$ cat src/rtl/seg_pkg.sv
// Shared constants for the 3-digit seven-segment scan driver: segment
// patterns {a,b,c,d,e,f,g} (active-high), digit-select encodings and digit lookup.
package seg_pkg;

    localparam int NUM_DIGITS = 3;

    localparam logic [6:0] SEG_BLANK = 7'b0000000;
    localparam logic [6:0] SEG_DASH  = 7'b0000001;
    localparam logic [6:0] SEG_0     = 7'b1111110;
    localparam logic [6:0] SEG_1     = 7'b0110000;
    localparam logic [6:0] SEG_2     = 7'b1101101;
    localparam logic [6:0] SEG_3     = 7'b1111001;
    localparam logic [6:0] SEG_4     = 7'b0110011;
    localparam logic [6:0] SEG_5     = 7'b1011011;
    localparam logic [6:0] SEG_6     = 7'b1011111;
    localparam logic [6:0] SEG_7     = 7'b1110000;
    localparam logic [6:0] SEG_8     = 7'b1111111;
    localparam logic [6:0] SEG_9     = 7'b1111011;

    localparam logic [1:0] SEL_D0 = 2'b00;
    localparam logic [1:0] SEL_D1 = 2'b01;
    localparam logic [1:0] SEL_D2 = 2'b10;

    // d0 occupies the top nibble and is the leftmost digit.
    function automatic logic [3:0] digit_of(input logic [11:0] val, input logic [1:0] sel);
        case (sel)
            SEL_D0:  return val[11:8];
            SEL_D1:  return val[7:4];
            default: return val[3:0];
        endcase
    endfunction

endpackage

$ cat src/rtl/seg_bcd_decode.sv
// Combinational BCD to seven-segment decoder; non-decimal codes show a dash.
module seg_bcd_decode
    import seg_pkg::*;
(
    input  logic [3:0] bcd_i,
    output logic [6:0] seg_o
);

    always_comb begin
        seg_o = SEG_DASH;
        case (bcd_i)
            4'd0: seg_o = SEG_0;
            4'd1: seg_o = SEG_1;
            4'd2: seg_o = SEG_2;
            4'd3: seg_o = SEG_3;
            4'd4: seg_o = SEG_4;
            4'd5: seg_o = SEG_5;
            4'd6: seg_o = SEG_6;
            4'd7: seg_o = SEG_7;
            4'd8: seg_o = SEG_8;
            4'd9: seg_o = SEG_9;
            default: seg_o = SEG_DASH;
        endcase
    end

endmodule

$ cat src/rtl/seg_scan_driver.sv
// Time-multiplexed 3-digit seven-segment scan driver with frame-synchronous commit.
// Optional `LEADING_ZERO_BLANK_EN blanks leading zero digits of the committed value.
module seg_scan_driver
    import seg_pkg::*;
#(
    parameter int DIV       = 8,
    parameter int BLANK_CYC = 2
) (
    input  logic        clk,
    input  logic        rst_n,
    input  logic        load,
    input  logic [11:0] data,
    output logic [1:0]  sel,
    output logic [6:0]  seg,
    output logic        pend,
    output logic        frame
);

    localparam int CNT_W = (DIV > 2) ? $clog2(DIV) : 1;
    localparam logic [CNT_W-1:0] CNT_MAX = CNT_W'(DIV - 1);
    localparam logic [CNT_W-1:0] BLANK   = CNT_W'(BLANK_CYC);

    logic [CNT_W-1:0] cnt_q, cnt_d;
    logic [1:0]       sel_q, sel_d;
    logic [6:0]       seg_q, seg_d;
    logic [11:0]      disp_q, disp_d;
    logic [11:0]      shadow_q, shadow_d;
    logic             pend_q, pend_d;
    logic             frame_q, frame_d;

    logic             slot_end;
    logic             frame_end;
    logic             lz_blank;
    logic [3:0]       cur_digit;
    logic [6:0]       dec_seg;

    assign slot_end  = (cnt_q == CNT_MAX);
    assign frame_end = slot_end && (sel_q == SEL_D2);

    always_comb begin
        cnt_d    = slot_end ? '0 : cnt_q + 1'b1;
        sel_d    = sel_q;
        disp_d   = disp_q;
        shadow_d = shadow_q;
        pend_d   = pend_q;
        frame_d  = 1'b0;

        if (slot_end) begin
            sel_d = (sel_q == SEL_D2) ? SEL_D0 : sel_q + 2'd1;
        end

        // A load landing on the frame-end cycle bypasses the shadow entirely.
        if (frame_end && load) begin
            disp_d  = data;
            pend_d  = 1'b0;
            frame_d = 1'b1;
        end else if (frame_end && pend_q) begin
            disp_d  = shadow_q;
            pend_d  = 1'b0;
            frame_d = 1'b1;
        end else if (load) begin
            shadow_d = data;
            pend_d   = 1'b1;
        end
    end

    // SEG is computed from next-state so it lines up with SEL on the same edge.
    assign cur_digit = digit_of(disp_d, sel_d);

    seg_bcd_decode u_dec (
        .bcd_i (cur_digit),
        .seg_o (dec_seg)
    );

`ifdef LEADING_ZERO_BLANK_EN
    assign lz_blank = ((sel_d == SEL_D0) && (disp_d[11:8] == 4'd0)) ||
                      ((sel_d == SEL_D1) && (disp_d[11:4] == 8'd0));
`else
    assign lz_blank = 1'b0;
`endif

    assign seg_d = ((cnt_d < BLANK) || lz_blank) ? SEG_BLANK : dec_seg;

    always_ff @(posedge clk or negedge rst_n) begin
        if (!rst_n) begin
            cnt_q    <= '0;
            sel_q    <= SEL_D0;
            seg_q    <= SEG_BLANK;
            disp_q   <= '0;
            shadow_q <= '0;
            pend_q   <= 1'b0;
            frame_q  <= 1'b0;
        end else begin
            cnt_q    <= cnt_d;
            sel_q    <= sel_d;
            seg_q    <= seg_d;
            disp_q   <= disp_d;
            shadow_q <= shadow_d;
            pend_q   <= pend_d;
            frame_q  <= frame_d;
        end
    end

    assign sel   = sel_q;
    assign seg   = seg_q;
    assign pend  = pend_q;
    assign frame = frame_q;

endmodule
$ cat config.mk
export PLATFORM = sky130hd
export DESIGN_NAME = seg_scan_driver
export DESIGN_NICKNAME = d
export VERILOG_FILES = /design/src/rtl/seg_pkg.sv /design/src/rtl/seg_bcd_decode.sv /design/src/rtl/seg_scan_driver.sv
export SDC_FILE = /design/constraint.sdc
export NUM_CORES = 1
export LEC_CHECK = 0
export BUFFER_PORTS_ARGS = -buffer_cell sky130_fd_sc_hd__buf_2
export CELL_PAD_IN_SITES_DETAIL_PLACEMENT = 0
export CELL_PAD_IN_SITES_GLOBAL_PLACEMENT = 1
export CORE_UTILIZATION = 45
export CTS_CLUSTER_DIAMETER = 120
export DETAILED_ROUTE_END_ITERATION = 12
export GPL_ROUTABILITY_DRIVEN = 0
export GPL_TIMING_DRIVEN = 0
export PLACE_DENSITY = 0.88
export SLEW_MARGIN = 15
export SYNTH_ARGS = -nofsm -noshare
export SYNTH_HDL_FRONTEND = slang
export SYNTH_SLANG_ARGS = --single-unit
export TNS_END_PERCENT = 20
$ cat constraint.sdc
create_clock -name clk -period 3 [get_ports clk]
set_input_delay 0.15 -clock clk [delete_from_list [all_inputs] [get_ports clk]]
set_output_delay 0.15 -clock clk [all_outputs]
set_load 0.01 [all_outputs]
==> impl_metrics.py <==
metrics = {
    "cells_and_area": {
        "drive_gt1_share_pct": 33.7,
        "finalInstanceArea_um2": 2300,
        "syn_to_final_growth_pct": 15.2,
        "nets": 229,
        "antenna_cells": 0,
        "layout.cells.non_filler": 258,
        "nFillCells": 389,
    },
    "synthesis": {
        "async_flop_share_pct": 100,
        "synthTopCellsByCount": "dfrtp_1, mux2_2, nand2_1, nor2_1",
        "synth_area_per_cell_um2": 11.6,
        "yosys_warnings": 0,
        "syn_inst": 173,
        "yosysSeqAreaShare_pct": 47.6,
        "synth_edf_count": 0,
        "syn_nets": 195,
        "synth_cell_type_count": 52,
        "synth_area_leaders": "dfrtp_1, mux2_2, ha_1",
        "syn-cell-area_um2": 2000,
        "yosysMostFrequentCell": "dfrtp_1",
        "synth-main-ff-cell": "dfrtp_1",
        "synth_seq_cells": 38,
        "post-synth-top-area-fraction_pct": 47.6,
        "synth_largest_area_cell": "dfrtp_1",
    },
    "routing": {
        "vias": 1516,
        "drt_wl_total_um": 4250,
        "drc_errors": 0,
        "post_drt_wl_per_cell_um": 16.5,
        "drtIter0Drc": 72,
        "ant_nets": 0,
        "drt_first_pass_iters": 4,
        "via_per_inst": 5.88,
    },
    "floorplan": {
        "start_util_pct": 48.2,
        "die_area_um2": 4710,
        "rows": 23,
        "die_h_um": 68.6,
        "core_area_um2": 4140,
        "fp.dieW_um": 68.6,
        "ioPinCount": 26,
    },
    "global_route": {
        "grt_overflow": 0,
        "grt_pass1_wl_um": 7120,
        "grt_max_degree": 39,
        "grt_pass1_vias": 1546,
        "grt.total_usage_pct": 21.0,
        "antenna_found_initial": 0,
    },
    "timing": {
        "rsz0062_at_grt": "false",
        "slew_headroom_pct": 43.7,
        "tightest_slew_ns": 0.844,
        "max_freq_ghz": 0.360,
        "period_needed_ns": 2.78,
        "setup_violations": 0,
        "min_period_over_period_pct": 92.6,
        "fin_hold_ws_ns": 0.105,
        "slew_viol_final": 0,
        "fin_tns_setup_ns": 0,
        "fin_worst_skew_ns": 0.0132,
        "hold_violations": 0,
    },
    "worst_setup_path": {
        "crit_buf_inv": 3,
        "crit_cells": 12,
        "critical_path.top_delay_family": "adder cells",
        "critPathMostFrequentCell": "ha_1",
        "worst_path_max_delay_cell": "dfrtp_1",
        "cp_max_fo": 10,
        "worstPathArrival_ns": 2.95,
        "required_ns": 3.17,
        "worstSetupPathType": "reg -> reg",
        "start_kind": "flop",
        "critPathCaptureType": "flop",
        "r2r_cells": 12,
        "slowest_delay_ns": 0.39,
        "path_cells": "ha_1, ha_1, and3b_1, buf_6, buf_6, a32oi_2, a32oi_1, nor3_4, ha_1, inv_1, mux2_2, o21ai_1",
    },
    "clocking": {
        "cts_tree": "done",
        "cts.sinks": 38,
        "insertion_delay_ns": 0.29,
        "clock_path_buffers": 2,
        "clk_pin_slew_worst_paths_ns": 0.08,
        "h-tree-depth": 2,
        "cts_buffers": 5,
        "root_buffer": "clkbuf_8",
    },
    "min_path": {
        "hold_path_class": "in -> reg",
        "min_path_cells": 2,
    },
    "placement": {
        "hpwl_um": 3130,
        "placed_area_um2": 2190,
        "placed_cells": 248,
        "io_buffer_count": 25,
    },
    "power": {
        "p_leak_uw": 0.00115,
        "power_density_nw_per_um2": 487,
        "peakVddDrop_mv": 0.215,
        "fin_total_pwr_uw": 1120,
    },
    "outcome": {
        "status": "completed",
    },
    "flow_run": {
        "cap_violations": 0,
    },
}
-- worst reg2reg max path, stage by stage, from the launching register on --
cell and delay, ns:
dfrtp_1 0.39, ha_1 0.20, ha_1 0.24, and3b_1 0.20, buf_6 0.14, buf_6 0.14
a32oi_2 0.21, a32oi_1 0.17, nor3_4 0.38, ha_1 0.30, inv_1 0.08, mux2_2 0.14
o21ai_1 0.06
-- state kept, by name (all words and copies together), names as in the netlist --
signal,count
disp_q,12
pend,1
cnt_q,3
frame,1
shadow_q,12
seg,7
sel,2
-- area by class of cell --
cell class | count | area, um2 | share of cell area, %
Buffer | 9 | 62.6 | 2.72
Clock buffer | 7 | 86.3 | 3.75
Clock inverter | 1 | 5.00 | 0.218
Inverter | 7 | 26.3 | 1.14
Multi-Input combinational cell | 119 | 965 | 41.9
Sequential cell | 38 | 951 | 41.3
Tap cell | 50 | 62.6 | 2.72
Timing Repair Buffer | 27 | 143 | 6.20
-- stage by stage --
step                      utilization (%)  worst slack (ns)
after floorplan                         -             0.393
after global placement               52.7             0.192
after detailed placement             52.7             0.118
after CTS                            55.2            0.0959
after global routing                 55.5           0.00457
final                                55.5             0.221
-- timing repair --
action | in CTS | in global routing
endpoints found under the hold margin | 30 | 0
setup buffers | 0 | 1
hold buffers | 1 | 0
endpoints found under the setup margin | 0 | 2
resized for setup | 0 | 1
-- final timing paths --
path / start / end / slack, ns
worst min-delay path: data[5] / shadow_q[5] / 0.10
worst max-delay path: cnt_q[0] / seg[3] / 0.22
min in group asynchronous: rst_n / shadow_q[11] / 0.49
worst min register to register: cnt_q[0] / cnt_q[0] / 0.43
worst max register to register: cnt_q[0] / seg[3] / 0.22
max in group asynchronous: rst_n / seg[3] / 1.97
-- logic make-up after synthesis --
kind of cell | share of synthesized area [%]
buffers and inverters | 4.45
multiplexers | 9.89
AND/OR/NAND/NOR | 16.3
AO/OA/AOI/OAI | 17.3
flip-flops | 47.6
adder cells (fa/ha/maj) | 4.38
-- placed cells by master (no fill, tap or decap), types with 3 or more instances in the layout --
cell type and instances:
buf_2 29, nor2_1 8, mux2i_1 4, a211oi_1 3
buf_6 3, a32oi_1 4, ha_1 7, a21oi_1 4
nand4b_1 3, o21ai_1 4, clkbuf_8 6, nand2b_1 3
nand2_1 8, mux2_2 14, nand3_1 5, o22ai_1 5
or2_2 5, a22o_1 3, dfrtp_1 38, inv_1 7
a32o_1 3
-- where the power goes --
| group | internal [uW] | leakage (uW) | switching (uW) |
|---|---|---|---|
| Sequential | 550 | 0.000471 | 21.2 |
| Clock | 185 | 0.0000482 | 178 |
| Combinational | 91.0 | 0.000627 | 94.7 |
| Total | 826 | 0.00115 | 294 |
-- layer usage --
metal,track usage [%],part of all wire (%)
met1,27.1,46
met3,6.09,4.5
met2,32.6,47
met4,9.38,1.9
met5,0,0
No activity file was read; power rests on OpenSTA's default activity.
